[config.mk]
export PLATFORM = sky130hd
export DESIGN_NAME = id2exe_operand_stage
export DESIGN_NICKNAME = d
export VERILOG_FILES = /design/src/rtl/id2exe_operand_stage_pkg.sv /design/src/rtl/forwarding_unit.sv /design/src/rtl/id2exe_operand_stage.sv
export SDC_FILE = /design/constraint.sdc
export NUM_CORES = 1
export LEC_CHECK = 0
export BUFFER_PORTS_ARGS = -buffer_cell sky130_fd_sc_hd__buf_2
export CORE_MARGIN = 3
export CORE_UTILIZATION = 38
export CTS_CLUSTER_SIZE = 10
export DETAILED_ROUTE_END_ITERATION = 12
export PLACE_DENSITY = 0.67
export SYNTH_ARGS = -nofsm -noshare
export SYNTH_HDL_FRONTEND = slang
export SYNTH_SLANG_ARGS = --single-unit
[constraint.sdc]
create_clock -name clk -period 2.65 [get_ports clk]
set_clock_uncertainty 0.15 [all_clocks]
set_input_delay 0.53 -clock clk [delete_from_list [all_inputs] [get_ports clk]]
set_output_delay 0.53 -clock clk [all_outputs]
set_load 0.05 [all_outputs]
[src/rtl/id2exe_operand_stage_pkg.sv]
// Shared widths, ALU command encodings and the ID/EXE pipeline record.
package id2exe_operand_stage_pkg;

    localparam int WORD_LEN          = 32;
    localparam int EXE_CMD_LEN       = 4;
    localparam int REG_FILE_ADDR_LEN = 5;
    localparam int SHAMT_LEN         = 8;

    // Command 0 is reserved for the bubble so a zeroed slot is a harmless NOP.
    localparam logic [EXE_CMD_LEN-1:0] EXE_NOP  = 4'd0;
    localparam logic [EXE_CMD_LEN-1:0] EXE_ADD  = 4'd1;
    localparam logic [EXE_CMD_LEN-1:0] EXE_SUB  = 4'd2;
    localparam logic [EXE_CMD_LEN-1:0] EXE_AND  = 4'd3;
    localparam logic [EXE_CMD_LEN-1:0] EXE_OR   = 4'd4;
    localparam logic [EXE_CMD_LEN-1:0] EXE_XOR  = 4'd5;
    localparam logic [EXE_CMD_LEN-1:0] EXE_SLL  = 4'd6;
    localparam logic [EXE_CMD_LEN-1:0] EXE_SRL  = 4'd7;
    localparam logic [EXE_CMD_LEN-1:0] EXE_MULT = 4'd8;

    typedef struct packed {
        logic                         valid;
        logic [EXE_CMD_LEN-1:0]       cmd;
        logic [WORD_LEN-1:0]          reg1;
        logic [WORD_LEN-1:0]          reg2;
        logic [WORD_LEN-1:0]          imm;
        logic                         use_imm;
        logic [SHAMT_LEN-1:0]         shamt;
        logic [REG_FILE_ADDR_LEN-1:0] src1;
        logic [REG_FILE_ADDR_LEN-1:0] src2;
        logic [REG_FILE_ADDR_LEN-1:0] dest;
        logic                         wb_en;
        logic                         mem_read;
        logic                         mem_write;
    } id_exe_t;

endpackage

[src/rtl/forwarding_unit.sv]
// Operand bypass mux: picks the youngest in-flight write to src, falling back
// to the register-file value. MEM is younger than WB, so it wins.
module forwarding_unit
    import id2exe_operand_stage_pkg::*;
(
    input  logic [REG_FILE_ADDR_LEN-1:0] src_i,
    input  logic [WORD_LEN-1:0]          reg_val_i,
    input  logic                         mem_wb_en_i,
    input  logic [REG_FILE_ADDR_LEN-1:0] mem_dest_i,
    input  logic [WORD_LEN-1:0]          mem_result_i,
    input  logic                         wb_wb_en_i,
    input  logic [REG_FILE_ADDR_LEN-1:0] wb_dest_i,
    input  logic [WORD_LEN-1:0]          wb_value_i,
    output logic [WORD_LEN-1:0]          val_o
);

    always_comb begin
        val_o = reg_val_i;
        // r0 is hardwired zero, so a write targeting it must never be bypassed.
        if (src_i != '0) begin
            if (mem_wb_en_i && (mem_dest_i == src_i)) begin
                val_o = mem_result_i;
            end else if (wb_wb_en_i && (wb_dest_i == src_i)) begin
                val_o = wb_value_i;
            end
        end
    end

endmodule

[src/rtl/id2exe_operand_stage.sv]
// ID/EXE pipeline register with load-use bubble insertion and MEM/WB operand
// forwarding feeding the ALU.
module id2exe_operand_stage
    import id2exe_operand_stage_pkg::*;
(
    input  logic                         clk,
    input  logic                         rst,
    input  logic                         id_valid,
    input  logic [EXE_CMD_LEN-1:0]       id_exe_cmd,
    input  logic [WORD_LEN-1:0]          id_reg1,
    input  logic [WORD_LEN-1:0]          id_reg2,
    input  logic [REG_FILE_ADDR_LEN-1:0] id_src1,
    input  logic [REG_FILE_ADDR_LEN-1:0] id_src2,
    input  logic [WORD_LEN-1:0]          id_imm,
    input  logic                         id_use_imm,
    input  logic [SHAMT_LEN-1:0]         id_shamt,
    input  logic [REG_FILE_ADDR_LEN-1:0] id_dest,
    input  logic                         id_wb_en,
    input  logic                         id_mem_read,
    input  logic                         id_mem_write,
    input  logic                         flush,
    input  logic                         hold,
    input  logic                         mem_wb_en,
    input  logic [REG_FILE_ADDR_LEN-1:0] mem_dest,
    input  logic [WORD_LEN-1:0]          mem_result,
    input  logic                         wb_wb_en,
    input  logic [REG_FILE_ADDR_LEN-1:0] wb_dest,
    input  logic [WORD_LEN-1:0]          wb_value,
    output logic                         exe_valid,
    output logic [EXE_CMD_LEN-1:0]       exe_cmd,
    output logic [WORD_LEN-1:0]          exe_val1,
    output logic [WORD_LEN-1:0]          exe_val2,
    output logic [SHAMT_LEN-1:0]         exe_sll_amount,
    output logic [WORD_LEN-1:0]          exe_store_val,
    output logic [REG_FILE_ADDR_LEN-1:0] exe_dest,
    output logic                         exe_wb_en,
    output logic                         exe_mem_read,
    output logic                         exe_mem_write,
    output logic                         stall_out
);

    id_exe_t             stage_q;
    id_exe_t             stage_d;
    id_exe_t             id_fields;
    logic                load_use;
    logic [WORD_LEN-1:0] fwd1_val;
    logic [WORD_LEN-1:0] fwd2_val;

    always_comb begin
        id_fields           = '0;
        id_fields.valid     = 1'b1;
        id_fields.cmd       = id_exe_cmd;
        id_fields.reg1      = id_reg1;
        id_fields.reg2      = id_reg2;
        id_fields.imm       = id_imm;
        id_fields.use_imm   = id_use_imm;
        id_fields.shamt     = id_shamt;
        id_fields.src1      = id_src1;
        id_fields.src2      = id_src2;
        id_fields.dest      = id_dest;
        id_fields.wb_en     = id_wb_en;
        id_fields.mem_read  = id_mem_read;
        id_fields.mem_write = id_mem_write;
    end

    // A load in EXE has no data yet, so a dependent consumer must wait one slot
    // and pick the value up from the MEM bypass on its second presentation.
    always_comb begin
        load_use = id_valid && stage_q.valid && stage_q.mem_read &&
                   (stage_q.dest != '0) &&
                   ((stage_q.dest == id_src1) ||
                    ((stage_q.dest == id_src2) && !id_use_imm));
    end

    always_comb begin
        stage_d = stage_q;
        if (hold) begin
            stage_d = stage_q;
        end else if (flush || !id_valid || load_use) begin
            stage_d = '0;
        end else begin
            stage_d = id_fields;
        end
    end

    always_ff @(posedge clk) begin
        if (rst) begin
            stage_q <= '0;
        end else begin
            stage_q <= stage_d;
        end
    end

    assign stall_out = hold | (load_use & ~flush);

    forwarding_unit u_fwd_src1 (
        .src_i        (stage_q.src1),
        .reg_val_i    (stage_q.reg1),
        .mem_wb_en_i  (mem_wb_en),
        .mem_dest_i   (mem_dest),
        .mem_result_i (mem_result),
        .wb_wb_en_i   (wb_wb_en),
        .wb_dest_i    (wb_dest),
        .wb_value_i   (wb_value),
        .val_o        (fwd1_val)
    );

    forwarding_unit u_fwd_src2 (
        .src_i        (stage_q.src2),
        .reg_val_i    (stage_q.reg2),
        .mem_wb_en_i  (mem_wb_en),
        .mem_dest_i   (mem_dest),
        .mem_result_i (mem_result),
        .wb_wb_en_i   (wb_wb_en),
        .wb_dest_i    (wb_dest),
        .wb_value_i   (wb_value),
        .val_o        (fwd2_val)
    );

    assign exe_valid      = stage_q.valid;
    assign exe_cmd        = stage_q.cmd;
    assign exe_val1       = fwd1_val;
    assign exe_store_val  = fwd2_val;
    assign exe_val2       = stage_q.use_imm ? stage_q.imm : fwd2_val;
    assign exe_sll_amount = stage_q.shamt;
    assign exe_dest       = stage_q.dest;
    assign exe_wb_en      = stage_q.wb_en;
    assign exe_mem_read   = stage_q.mem_read;
    assign exe_mem_write  = stage_q.mem_write;

endmodule

==> Word-level counts from Yosys, hierarchy flattened <==
Cells that the tools add are included.
{ "op_classes": {"reduce_logical": 17, "eq_ne": 6, "bitwise": 3, "n_mux": 8} }
{ "op_table": {"columns": ["op", "n"], "rows": [
  ["two-way mux 32 bit", 7],
  ["two-way mux 128 bit", 1],
  ["== test 5 bit", 6],
  ["nonzero test 5 bit", 3],
  ["logical AND 1 bit", 9],
  ["logical OR 1 bit", 3],
  ["logical NOT 1 bit", 2],
  ["bitwise AND 1 bit", 1],
  ["inverter 1 bit", 1],
  ["bitwise OR 1 bit", 1]
]} }
{ "word_totals": {"in_bits": 208, "wordCells": 47, "ff_bits": 128, "out_inout_bits": 118} }

==> Logic depth before layout (Yosys ltp) <==
Gate-level depths: netlist of the first run.
{ "depth": {"ltp_word": 6, "ltp_mapped": 7, "ltp_nobuf": 5} }

==> By module <==
Synthesis of the first run repeated with hierarchy kept, for this count alone.
{ "hier_totals": {"hier_cells": 1008, "hier_area_um2": 9091.2} }
{ "modules_own_cells": {"columns": ["mod", "cells_each", "area_each_um2", "seq_area_each_um2", "n_inst"], "rows": [
  ["id2exe_operand_stage", 812, 7247.0, 2562.5, 1],
  ["forwarding_unit", 98, 922.1, 0.0, 2]
]} }

==> Least setup slack after synthesis of the first run <==
OpenSTA, ideal clock, no wires.
{ "synth_path": {"path_type": "input to output", "from": "in mem_dest[3]", "to": "out exe_val1[10]", "required_ns": 1.970, "arrival_time_ns": 2.282, "slack_ns": -0.312, "n_path_buf": 2, "cell_stages": 6, "path_cell_list": "xnor2_1 nand4_1 or2_2 clkbuf_1 clkbuf_1 o221ai_1"} }
{ "synth_via": {"elab_chain_len": 4} }
{ "synth_lines": {"columns": ["element", "line", "rtl"], "rows": [
  ["start: declaration", "id2exe_operand_stage.sv:24", "input logic [REG_FILE_ADDR_LEN-1:0] mem_dest,"],
  ["== test 5 bit", "forwarding_unit.sv:21", "if (mem_wb_en_i && (mem_dest_i == src_i)) begin"],
  ["logical AND 1 bit", "forwarding_unit.sv:21", null],
  ["two-way mux 32 bit", "forwarding_unit.sv:21", null],
  ["two-way mux 32 bit", "forwarding_unit.sv:20", "if (src_i != '0) begin"],
  ["end: declaration", "id2exe_operand_stage.sv:31", "output logic [WORD_LEN-1:0] exe_val1,"]
]} }
Every way passes these cells.

==> Worst setup path after layout of the first run <==
{ "layout_path": {"from": "reg stage_q[8] (netlist bit)", "to": "out exe_val2[30]"} }
{ "layout_via": {"elab_chain_len": 6, "elab_cells_between_ends": 9, "cone_classes": "eq/ne: 2; mux: 4; reduce/logical: 3"} }
{ "layout_lines": {"columns": ["element", "line", "rtl"], "rows": [
  ["start: declaration", "id2exe_operand_stage.sv:42", "id_exe_t stage_q;"],
  ["start signal: assignment", "id2exe_operand_stage.sv:90", "stage_q <= stage_d;"],
  ["== test 5 bit", "forwarding_unit.sv:23", "end else if (wb_wb_en_i && (wb_dest_i == src_i)) begin"],
  ["logical AND 1 bit", "forwarding_unit.sv:23", null],
  ["two-way mux 32 bit", "forwarding_unit.sv:23", null],
  ["two-way mux 32 bit", "forwarding_unit.sv:21", null],
  ["two-way mux 32 bit *", "forwarding_unit.sv:20", null],
  ["two-way mux 32 bit *", "id2exe_operand_stage.sv:124", "assign exe_val2 = stage_q.use_imm ? stage_q.imm : fwd2_val;"],
  ["end: declaration", "id2exe_operand_stage.sv:32", "output logic [WORD_LEN-1:0] exe_val2,"]
]} }
Mark *: on every way between the ends. The rest lies on a longest branch, timed or not.

==> results of run 1 <==
-- per-layer routing --
| layer | vias up | global-route usage | share of wire |
|---|---|---|---|
| li1 | 3536 | - | - |
| met1 | 3761 | 0.3398 | 0.40 |
| met2 | 406 | 0.4374 | 0.49 |
| met3 | 49 | 0.06656 | 0.084 |
| met4 | 0 | 0.07730 | 0.028 |
| met5 | - | 0 | 0 |
-- placed cells by master, fill, tap and decap left out, drive strengths merged, types with 2 or more instances in the layout --
cell type	count
a21oi	36
a221o	32
a22o	159
buf	391
bufinv	5
clkbuf	27
clkinv	5
dfxtp	128
diode	3
inv	66
mux2	32
nand2	40
nand2b	32
nand3	2
nand4	36
nor2	5
nor3	35
o221ai	32
xnor2	25
xor2	5
-- cells by family after synthesis --
kind of cell           share of synthesized area
AO/OA/AOI/OAI                             0.3095
XOR/XNOR                                 0.03664
buffers and inverters                     0.1150
flip-flops                                0.3573
multiplexers                             0.06595
AND/OR/NAND/NOR                           0.1157
-- cells in the mapped netlist --
master / instances
o32ai_2: 1
xnor2_1: 25
nand2_1: 40
and3_1: 1
nand3_1: 2
nand4_1: 34
nor2_1: 4
inv_1: 64
buf_2: 14
o221ai_1: 32
a21oi_1: 35
mux2_4: 30
nand2b_1: 32
o22ai_2: 1
clkbuf_1: 46
nor3_1: 35
or4b_1: 1
a221o_1: 32
nand4_2: 2
nor2_2: 1
buf_1: 1
nor4_1: 1
o21a_1: 1
mux2_2: 2
a21o_1: 1
xor2_1: 5
o21bai_1: 1
buf_4: 21
a22o_1: 159
buf_6: 16
nor2b_1: 1
dfxtp_1: 128
or2_2: 1
-- timing repair --
action,4_1_cts,5_1_grt
endpoints found under the setup margin,96,97
hold buffers,0,0
resized for setup,251,64
pin swaps,21,31
gates cloned,9,9
buffers inserted,17,6
endpoints found under the hold margin,0,0
-- flip-flops by register name, indices dropped and copies added, names as in the netlist --
signal and flops:
exe_cmd 4, exe_dest 5, exe_mem_read 1, exe_mem_write 1, exe_sll_amount 8, exe_valid 1
exe_wb_en 1, stage_q 107
-- layout make-up --
class / count / area share
well taps: 229 / 0.02473
inverters: 64 / 0.02073
clock buffers: 20 / 0.04028
flip-flops and latches: 128 / 0.2242
clock inverters: 12 / 0.01760
diodes: 3 / 0.0006479
multi-input cells: 481 / 0.3852
repair buffers: 399 / 0.2866
-- power breakdown --
part           internal [mW]  total (mW)  leakage [nW]  switching, mW
sequential              1.97        2.01          1.05         0.0396
clock                   1.75        2.70         0.331          0.942
combinational          0.443        1.05          3.64          0.611
total                   4.17        5.76          5.02           1.59
-- critical path, delay by kind of cell, from the launching register on --
family | cells | cell delay [ns]
flops | 1 | 0.41
compound gates | 1 | 0.38
xor+xnor | 1 | 0.14
simple gates | 2 | 0.28
mux | 1 | 0.32
buf+inv | 3 | 0.44
-- metrics by stage --
step / instance area (sq um) / util / instances / hold slack, ns
CTS: 11120 / 0.6086 / 1326 / 0.1643
global route: 11580 / 0.6340 / 1335 / 0.1533
detailed placement: 9153 / 0.5010 / 1269 / 0.2990
floorplan: 7242 / - / 770 / 0.2922
global placement: 9153 / 0.5010 / 1269 / 0.3016
finish: 11590 / 0.6342 / 1336 / 0.1729
-- path summary, 6_finish.rpt --
kind                       from  cells after the start  slack, ns            end
setup / recovery     stage_q[8]                      8      -0.44   exe_val2[30]
hold / removal       id_reg2[8]                      2       0.17    stage_q[67]
hold reg to reg   exe_mem_write                      1       0.32  exe_mem_write
setup reg to reg    exe_dest[3]                      7       0.58   stage_q[105]
==> out/metrics.yaml, run 1 <==
cts:
  cts.sinks: 128
  cts-buffers-inserted: 17
  clockRootBuffer: "clkbuf_16"
  clk_pin_slew_ns: 0.07
  insertion_delay_ns: 0.41
  cts_tree: "done"
  htreeDepth: 4
  clockBufferDepth: 2
power:
  finalPower_mw: 5.758
  ir_drop_v: 0.0004959
  p_per_area_nw_per_um2: 497.0
  leakage_nw: 5.017
floorplan:
  rows: 49
  initial_core_util: 0.3925
  die_area_sq_um: 20560
  ios: 326
  design.core.area_sq_um: 18270
  die_w_microns: 143.4
  dieHeight_microns: 143.4
placement:
  dp_hpwl_mm: 18.85
  gp_congestion: 0.8727
  pre_cts_slack_ns: -0.2975
  port_buffers: 325
run:
  drv_cap: 0
yosys:
  synth_seq_area_share: 0.3573
  synth.avg_cell_area_sq_um: 9.314
  netlist_instances: 770
  ys_seq_elements: 128
  yosys_warnings: 0
  synth_top_cell_by_area: "dfxtp_1"
  yosys.area.top_type_share: 0.3573
  synth.area.top_cells: "dfxtp_1 (36%), a22o_1 (19%), mux2_4 (6.3%)"
  syn-cell-area_sq_um: 7172
  synth_cell_types: 33
  syn_nets: 978
global_routing:
  grt_pass1_vias: 7515
  antenna_found_initial: 2
  grt_pass1_wl_mm: 42.48
  grt-ovfl-total: 0
  grt_start_max_net_pins: 69
  grt_usage: 0.2636
worst_setup_path:
  slowest_stage: "dfxtp_4"
  slowest_delay_ns: 0.41
  cp_max_fo: 6
  crit_path_cell_trace: "xnor2_4, nand4_4, nor2_4, buf_12, buf_12, mux2_4, a221o_2, buf_8"
  worstPathRequired_ns: 1.97
  start_kind: "flop"
  cpMostUsedCell: "buf_12"
  worstPathArrival_ns: 2.41
  crit_path_end_kind: "output pin"
  critPathKind: "flop to output pin"
timing:
  fmax_ghz: 0.3238
  tightest_slew_ns: 0.6720
  fin_crit_sh: 1.165
  tns_ns: -30.30
  period_needed_ns: 3.088
  relSlewSlack: 0.5520
  rsz0062_at_grt: "yes"
  setup_violations: 96
  setup_ws_ns: -0.4380
  hold_violations: 0
  slew_violations: 0
status:
  outcome: "finished, violations left"
  violations: "setup timing"
drt:
  first_pass_iters: 5
  routedWlPerCell_microns: 22.41
  drc: 0
  routed_wl_mm: 29.94
  postRouteAntennaNets: 0
  vias_per_cell: 5.802
  drt_iter0_markers: 476
  dr_total_vias: 7752
min_path:
  hp-class: "input pin to flop"
layout:
  syn_to_final_growth_pct: 61.55
  fin_nets: 1299
  seqCellArea_sq_um: 2597
  multiInputGateArea_sq_um: 4463
  drive_gt1_frac: 0.5109
  fillers: 1459
No activity file was read; power rests on OpenSTA's default activity.
==> run 2, diff against run 1 <==
clock period = 2.9 ns   (was 2.65 ns; I/O delays follow)
==> run 2 against run 1 <==
  * The run still ends with setup timing left
  * Worst setup slack improved by 0.17 ns
  * Register-to-register slack improved by 0.26 ns
  * Final cell count about the same
  * Sequential share of layout area increased by 0.34 points
  * Combinational power decreased by 9%
  * Via count decreased by 0.25%
  * Critical path type unchanged
==> out/metrics.yaml, run 2 (synthesis results as in run 1) <==
cts:
  clockBufferDepth: 2  # unchanged
  cts-buffers-inserted: 17  # unchanged
  clk_pin_slew_ns: 0.06  # about the same
  cts.sinks: 128  # unchanged
  htreeDepth: 4  # unchanged
  cts_tree: "done"
  cts_hold_buffers: 0  # unchanged
  insertion_delay_ns: 0.42  # about the same
  clockRootBuffer: "clkbuf_16"
timing:
  slew_violations: 0  # unchanged
  fmax_ghz: 0.3160
  setup_ws_ns: -0.2650  # +0.1730 ns
  period_needed_ns: 3.165
  fin_crit_sh: 1.091
  relSlewSlack: 0.5020  # -0.04995
  tightest_slew_ns: 0.7453  # +0.07327 ns
  tns_ns: -16.83  # +13.47 ns
  setup_violations: 96  # unchanged
  rsz0062_at_grt: "yes"
  hold_violations: 0  # unchanged
drt:
  vias_per_cell: 5.784  # -0.32%
  dr_total_vias: 7733  # -0.25%
  routedWlPerCell_microns: 22.55  # +0.65%
  drc: 0  # unchanged
  first_pass_iters: 5  # unchanged
  routed_wl_mm: 30.15  # +0.73%
  postRouteAntennaNets: 0  # unchanged
  drt_iter0_markers: 610  # +28%
global_routing:
  antenna_found_initial: 2  # unchanged
  grt_pass1_vias: 7474  # -0.55%
  grt_start_max_net_pins: 99  # +43%
  grt_pass1_wl_mm: 42.92  # +1.0%
  grt_usage: 0.2679  # +0.004296
  grt-ovfl-total: 0  # unchanged
worst_setup_path:
  critPathKind: "flop to output pin"
  r2r-end: "stage_q[69]"
  reg2reg_depth: 6  # -1
  worstPathRequired_ns: 2.17  # +0.20 ns
  cp_max_fo: 8  # +2
  worstPathArrival_ns: 2.44  # +0.03 ns
  start_kind: "flop"
  crit_path_end_kind: "output pin"
  regToRegStartpoint: "exe_dest[4]"
  regToRegSetupSlack_ns: 0.84  # +0.26 ns
layout:
  fin_nets: 1302  # +0.23%
  layout_commonest_cell: "buf_2"
  largest_reg_flops: 107  # unchanged
  drive_gt1_frac: 0.4887  # -0.02216
  layout_common_cells: "buf_2 (227), a22o_1 (157), dfxtp_1 (117), buf_6 (106), inv_1 (64)"
  largest_register: "stage_q"
  syn_to_final_growth_pct: 58.62
placement:
  gp_congestion: 0.9625  # +10%
  port_buffers: 325  # unchanged
  dp_hpwl_mm: 19.03  # +0.97%
status:
  outcome: "finished, violations left"
  violations: "setup timing"
floorplan:
  rows: 49  # unchanged
  initial_core_util: 0.3925  # unchanged
  die_w_microns: 143.4  # unchanged
  design.core.area_sq_um: 18270  # unchanged
  dieHeight_microns: 143.4  # unchanged
  ios: 326  # unchanged
  die_area_sq_um: 20560  # unchanged
min_path:
  whs_path_depth: 2  # unchanged
  min_to: "exe_cmd[3]"
  holdCritStartpoint: "id_exe_cmd[3]"
  hp-class: "input pin to flop"
power:
  finalPower_mw: 4.783  # -17%
  leakage_nw: 4.946  # -1.4%
  p_per_area_nw_per_um2: 420.5  # -15%
  ir_drop_v: 0.0004019  # -19%
run:
  drv_cap: 0  # unchanged
[run 2: layer usage]
metal | global-route usage | up-vias | routed length, microns
li1 | - | 3542 | -
met3 | 0.07221 | 57 | 2621
met1 | 0.3424 | 3695 | 12240
met5 | 0 | - | 13
met4 | 0.09118 | 2 | 830
met2 | 0.4383 | 437 | 14450
[run 2: area by class of cell]
type                    instances  area (sq um)
diodes                          1         2.502
clock buffers                  20         456.7
clock inverters                12         85.08
fillers                      1545          6894
inverters                      64         240.2
multi-input cells             481          4365
flip-flops and latches        128          2589
well taps                     229         286.5
repair buffers                402          3351
[run 2: worst max path at each step]
stage / from / end / slack, ns / cells after the start
floorplan: mem_dest[3] / exe_val1[10] / -0.16 / 6
global placement: wb_dest[3] / exe_val2[3] / -0.22 / 9
detailed placement: mem_dest[1] / exe_val2[7] / -0.23 / 8
CTS: stage_q[11] / exe_val2[7] / -0.25 / 8
global route: stage_q[9] / exe_val2[5] / -0.33 / 8
finish: stage_q[8] / exe_val2[5] / -0.27 / 8
[run 2: power breakdown]
part	switching, mW	internal (mW)	total (mW)
Clock	0.857	1.14	2.00
Combinational	0.559	0.393	0.952
Sequential	0.0359	1.80	1.84
[run 2: through the flow]
step           hold slack (ns)  cell area (sq um)  setup WS, ns  std cells  utilization
2_1_floorplan           0.2922               7184       -0.1618        770            -
5_1_grt                 0.2120              11380       -0.3337       1337       0.6227
3_5_place_dp            0.3006               9047       -0.2345       1269       0.4952
4_1_cts                 0.2096              10880       -0.2495       1320       0.5957
3_3_place_gp            0.3019               9047       -0.2159       1269       0.4952
6_report                0.2208              11380       -0.2650       1337       0.6227
[run 2: critical path, cell delays in order, from the launching register on]
cell,delay (ns)
dfxtp_4,0.40
xnor2_2,0.12
nand4_2,0.17
nor2_4,0.21
buf_12,0.15
buf_12,0.15
mux2_4,0.32
a221o_1,0.33
buf_6,0.17
[run 2: repair_timing]
action / 4_1_cts / 5_1_grt
pin swaps: 26 / 22
resized for setup: 274 / 37
buffers inserted: 11 / 11
setup endpoints to repair: 96 / 97
gates cloned: 8 / 6
==> run 3, diff against run 2 <==
==> constraint.sdc (replaced) <==
create_clock -name clk -period 2.9 [get_ports clk]
set_clock_uncertainty 0.15 [all_clocks]
set_input_delay 0.145 -clock clk [delete_from_list [all_inputs] [get_ports clk]]
set_output_delay 0.145 -clock clk [all_outputs]
set_load 0.05 [all_outputs]
==> run 3 against run 2 <==
  * The flow now finishes without violations
  * Fmax up 13%
  * First-iteration DRC count fell by 11%
  * Combinational power decreased by 4.4%
  * Hold slack gained 0.0046 ns
  * Clock power is 15% higher
  * Critical path type unchanged
==> out/metrics.yaml, run 3 (synthesis results as in run 1) <==
timing:
  fmax_ghz: 0.3583  # +13%
  setup_ws_ns: 0.1094  # +0.3744 ns
  relSlewSlack: 0.2448  # -0.2573
  tightest_slew_ns: 1.130  # +0.3850 ns
  setup_violations: 0  # -100%
  hold_violations: 0  # unchanged
  hold_slack_ns: 0.2254  # +0.004624 ns
  period_needed_ns: 2.791  # -0.3744 ns
  rsz0062_at_grt: "no"
  slew_violations: 0  # unchanged
  fin_crit_sh: 0.9623  # -0.1291
layout:
  fin_nets: 1375  # +5.6%
  syn_to_final_growth_pct: 48.85
  largest_register: "stage_q"
  layout_common_cells: "buf_2 (325), a22o_1 (159), dlygate4sd3_1 (127), dfxtp_1 (126), inv_1 (64)"
  multiInputGateArea_sq_um: 3836  # -12%
  drive_gt1_frac: 0.3602  # -0.1285
  largest_reg_flops: 107  # unchanged
  diodes: 0  # -1
  seqCellArea_sq_um: 2565  # -0.92%
  fillers: 1585  # +2.6%
  layout_commonest_cell: "buf_2"
  postLayoutCellArea_sq_um: 10680  # -6.2%
  layoutNonFillerInstCount: 1409  # +5.4%
  utilization: 0.5843  # -0.03835
worst_setup_path:
  regToRegStartpoint: "exe_dest[0]"
  regToRegSetupSlack_ns: 0.71  # -0.13 ns
  r2r-end: "stage_q[68]"
  worstPathArrival_ns: 2.50  # +0.06 ns
  endpoint: "exe_val2[6]"
  crit_path_end_kind: "output pin"
  worstPathRequired_ns: 2.61  # +0.44 ns
  crit_path_start: "stage_q[10]"
  reg2reg_depth: 6  # unchanged
  critPathKind: "flop to output pin"
  cp_max_fo: 17  # +9
  start_kind: "flop"
placement:
  post_dp_cell_area_sq_um: 8748  # -3.3%
  dp_hpwl_mm: 18.55  # -2.5%
  port_buffers: 325  # unchanged
  pre_cts_slack_ns: 0.4314  # +0.6659 ns
  gp_congestion: 0.8681  # -9.8%
  dp.cells: 1249  # -1.6%
cts:
  clockBufferDepth: 2  # unchanged
  htreeDepth: 4  # unchanged
  clk_pin_slew_ns: 0.05  # about the same
  cts.sinks: 128  # unchanged
  cts_tree: "done"
  clockRootBuffer: "clkbuf_16"
  cts-buffers-inserted: 17  # unchanged
  insertion_delay_ns: 0.42  # about the same
drt:
  dr_total_vias: 7877  # +1.9%
  drt_iter0_markers: 543  # -11%
  drc: 0  # unchanged
  postRouteAntennaNets: 0  # unchanged
  vias_per_cell: 5.590  # -3.3%
  routedWlPerCell_microns: 20.16  # -11%
  routed_wl_mm: 28.40  # -5.8%
  first_pass_iters: 6  # +1
min_path:
  holdCritStartpoint: "rst"
  hp-class: "input pin to flop"
global_routing:
  grt-ovfl-total: 0  # unchanged
  grt_usage: 0.2631  # -0.004731
  antenna_found_initial: 0  # -2
  grt_pass1_wl_mm: 42.67  # -0.59%
  grt_pass1_vias: 7925  # +6.0%
  grt_start_max_net_pins: 95  # -4.0%
floorplan:
  initial_core_util: 0.3925  # unchanged
  design.core.area_sq_um: 18270  # unchanged
  dieHeight_microns: 143.4  # unchanged
  die_area_sq_um: 20560  # unchanged
  rows: 49  # unchanged
  ios: 326  # unchanged
  die_w_microns: 143.4  # unchanged
power:
  leakage_nw: 4.888  # -1.2%
  ir_drop_v: 0.0003338  # -17%
  p_per_area_nw_per_um2: 473.8  # +13%
run:
  drv_cap: 0  # unchanged
status:
  outcome: "finished, final reports clean"
run 3: cell count changes in the layout (fill, tap and decap cells not counted), moves of 14 or more:
cell,change
buf_12,-23
buf_2,+98
buf_4,-14
buf_6,-104
dlygate4sd3_1,+127
o221ai_1,+32
o221ai_2,-19
run 3: layer usage:
layer	share of wire	track usage	vias to the layer above
met1	0.41	0.3337	3737
li1	-	-	3680
met5	0	0	-
met3	0.089	0.07221	48
met2	0.47	0.4297	412
met4	0.024	0.09564	0
run 3: cell type report:
| cell class | instances | share of cell area |
|---|---|---|
| Clock buffer | 20 | 0.04184 |
| Clock inverter | 12 | 0.01711 |
| Inverter | 64 | 0.02250 |
| Multi-Input combinational cell | 480 | 0.3594 |
| Sequential cell | 128 | 0.2403 |
| Tap cell | 229 | 0.02684 |
| Timing Repair Buffer | 476 | 0.2921 |
run 3: worst min path at each step:
stage,to,cells past startpoint
final,stage_q[26],4
after global routing,exe_valid,4
after CTS,stage_q[26],4
after detailed placement,stage_q[115],2
after global placement,exe_wb_en,2
after floorplan,exe_cmd[0],1
run 3: stage by stage:
| step | power [mW] | setup TNS (ns) |
|---|---|---|
| final | 5.058 | 0 |
| after global routing | 5.234 | 0 |
| after CTS | 5.075 | -0.005531 |
| after detailed placement | 2.633 | 0 |
| after global placement | 2.632 | 0 |
| after floorplan | 2.338 | 0 |
run 3: what timing repair did:
action,in CTS,in global routing
setup endpoints to repair,1,60
hold endpoints to repair,127,0
setup buffers,0,1
resized for setup,0,6
hold buffers,127,0
run 3: report_power, final:
group	switching (mW)	total (mW)	internal (mW)
combinational	0.527	0.910	0.383
clock	0.840	2.31	1.47
sequential	0.0373	1.84	1.80
total	1.40	5.06	3.65
run 3: critical path, cell delays in order, from the launching register on:
cell     delay [ns]
dfxtp_1        0.42
xnor2_1        0.17
nand4_2        0.15
nor2_4         0.17
buf_6          0.28
mux2_4         0.34
a221o_1        0.33
buf_2          0.23
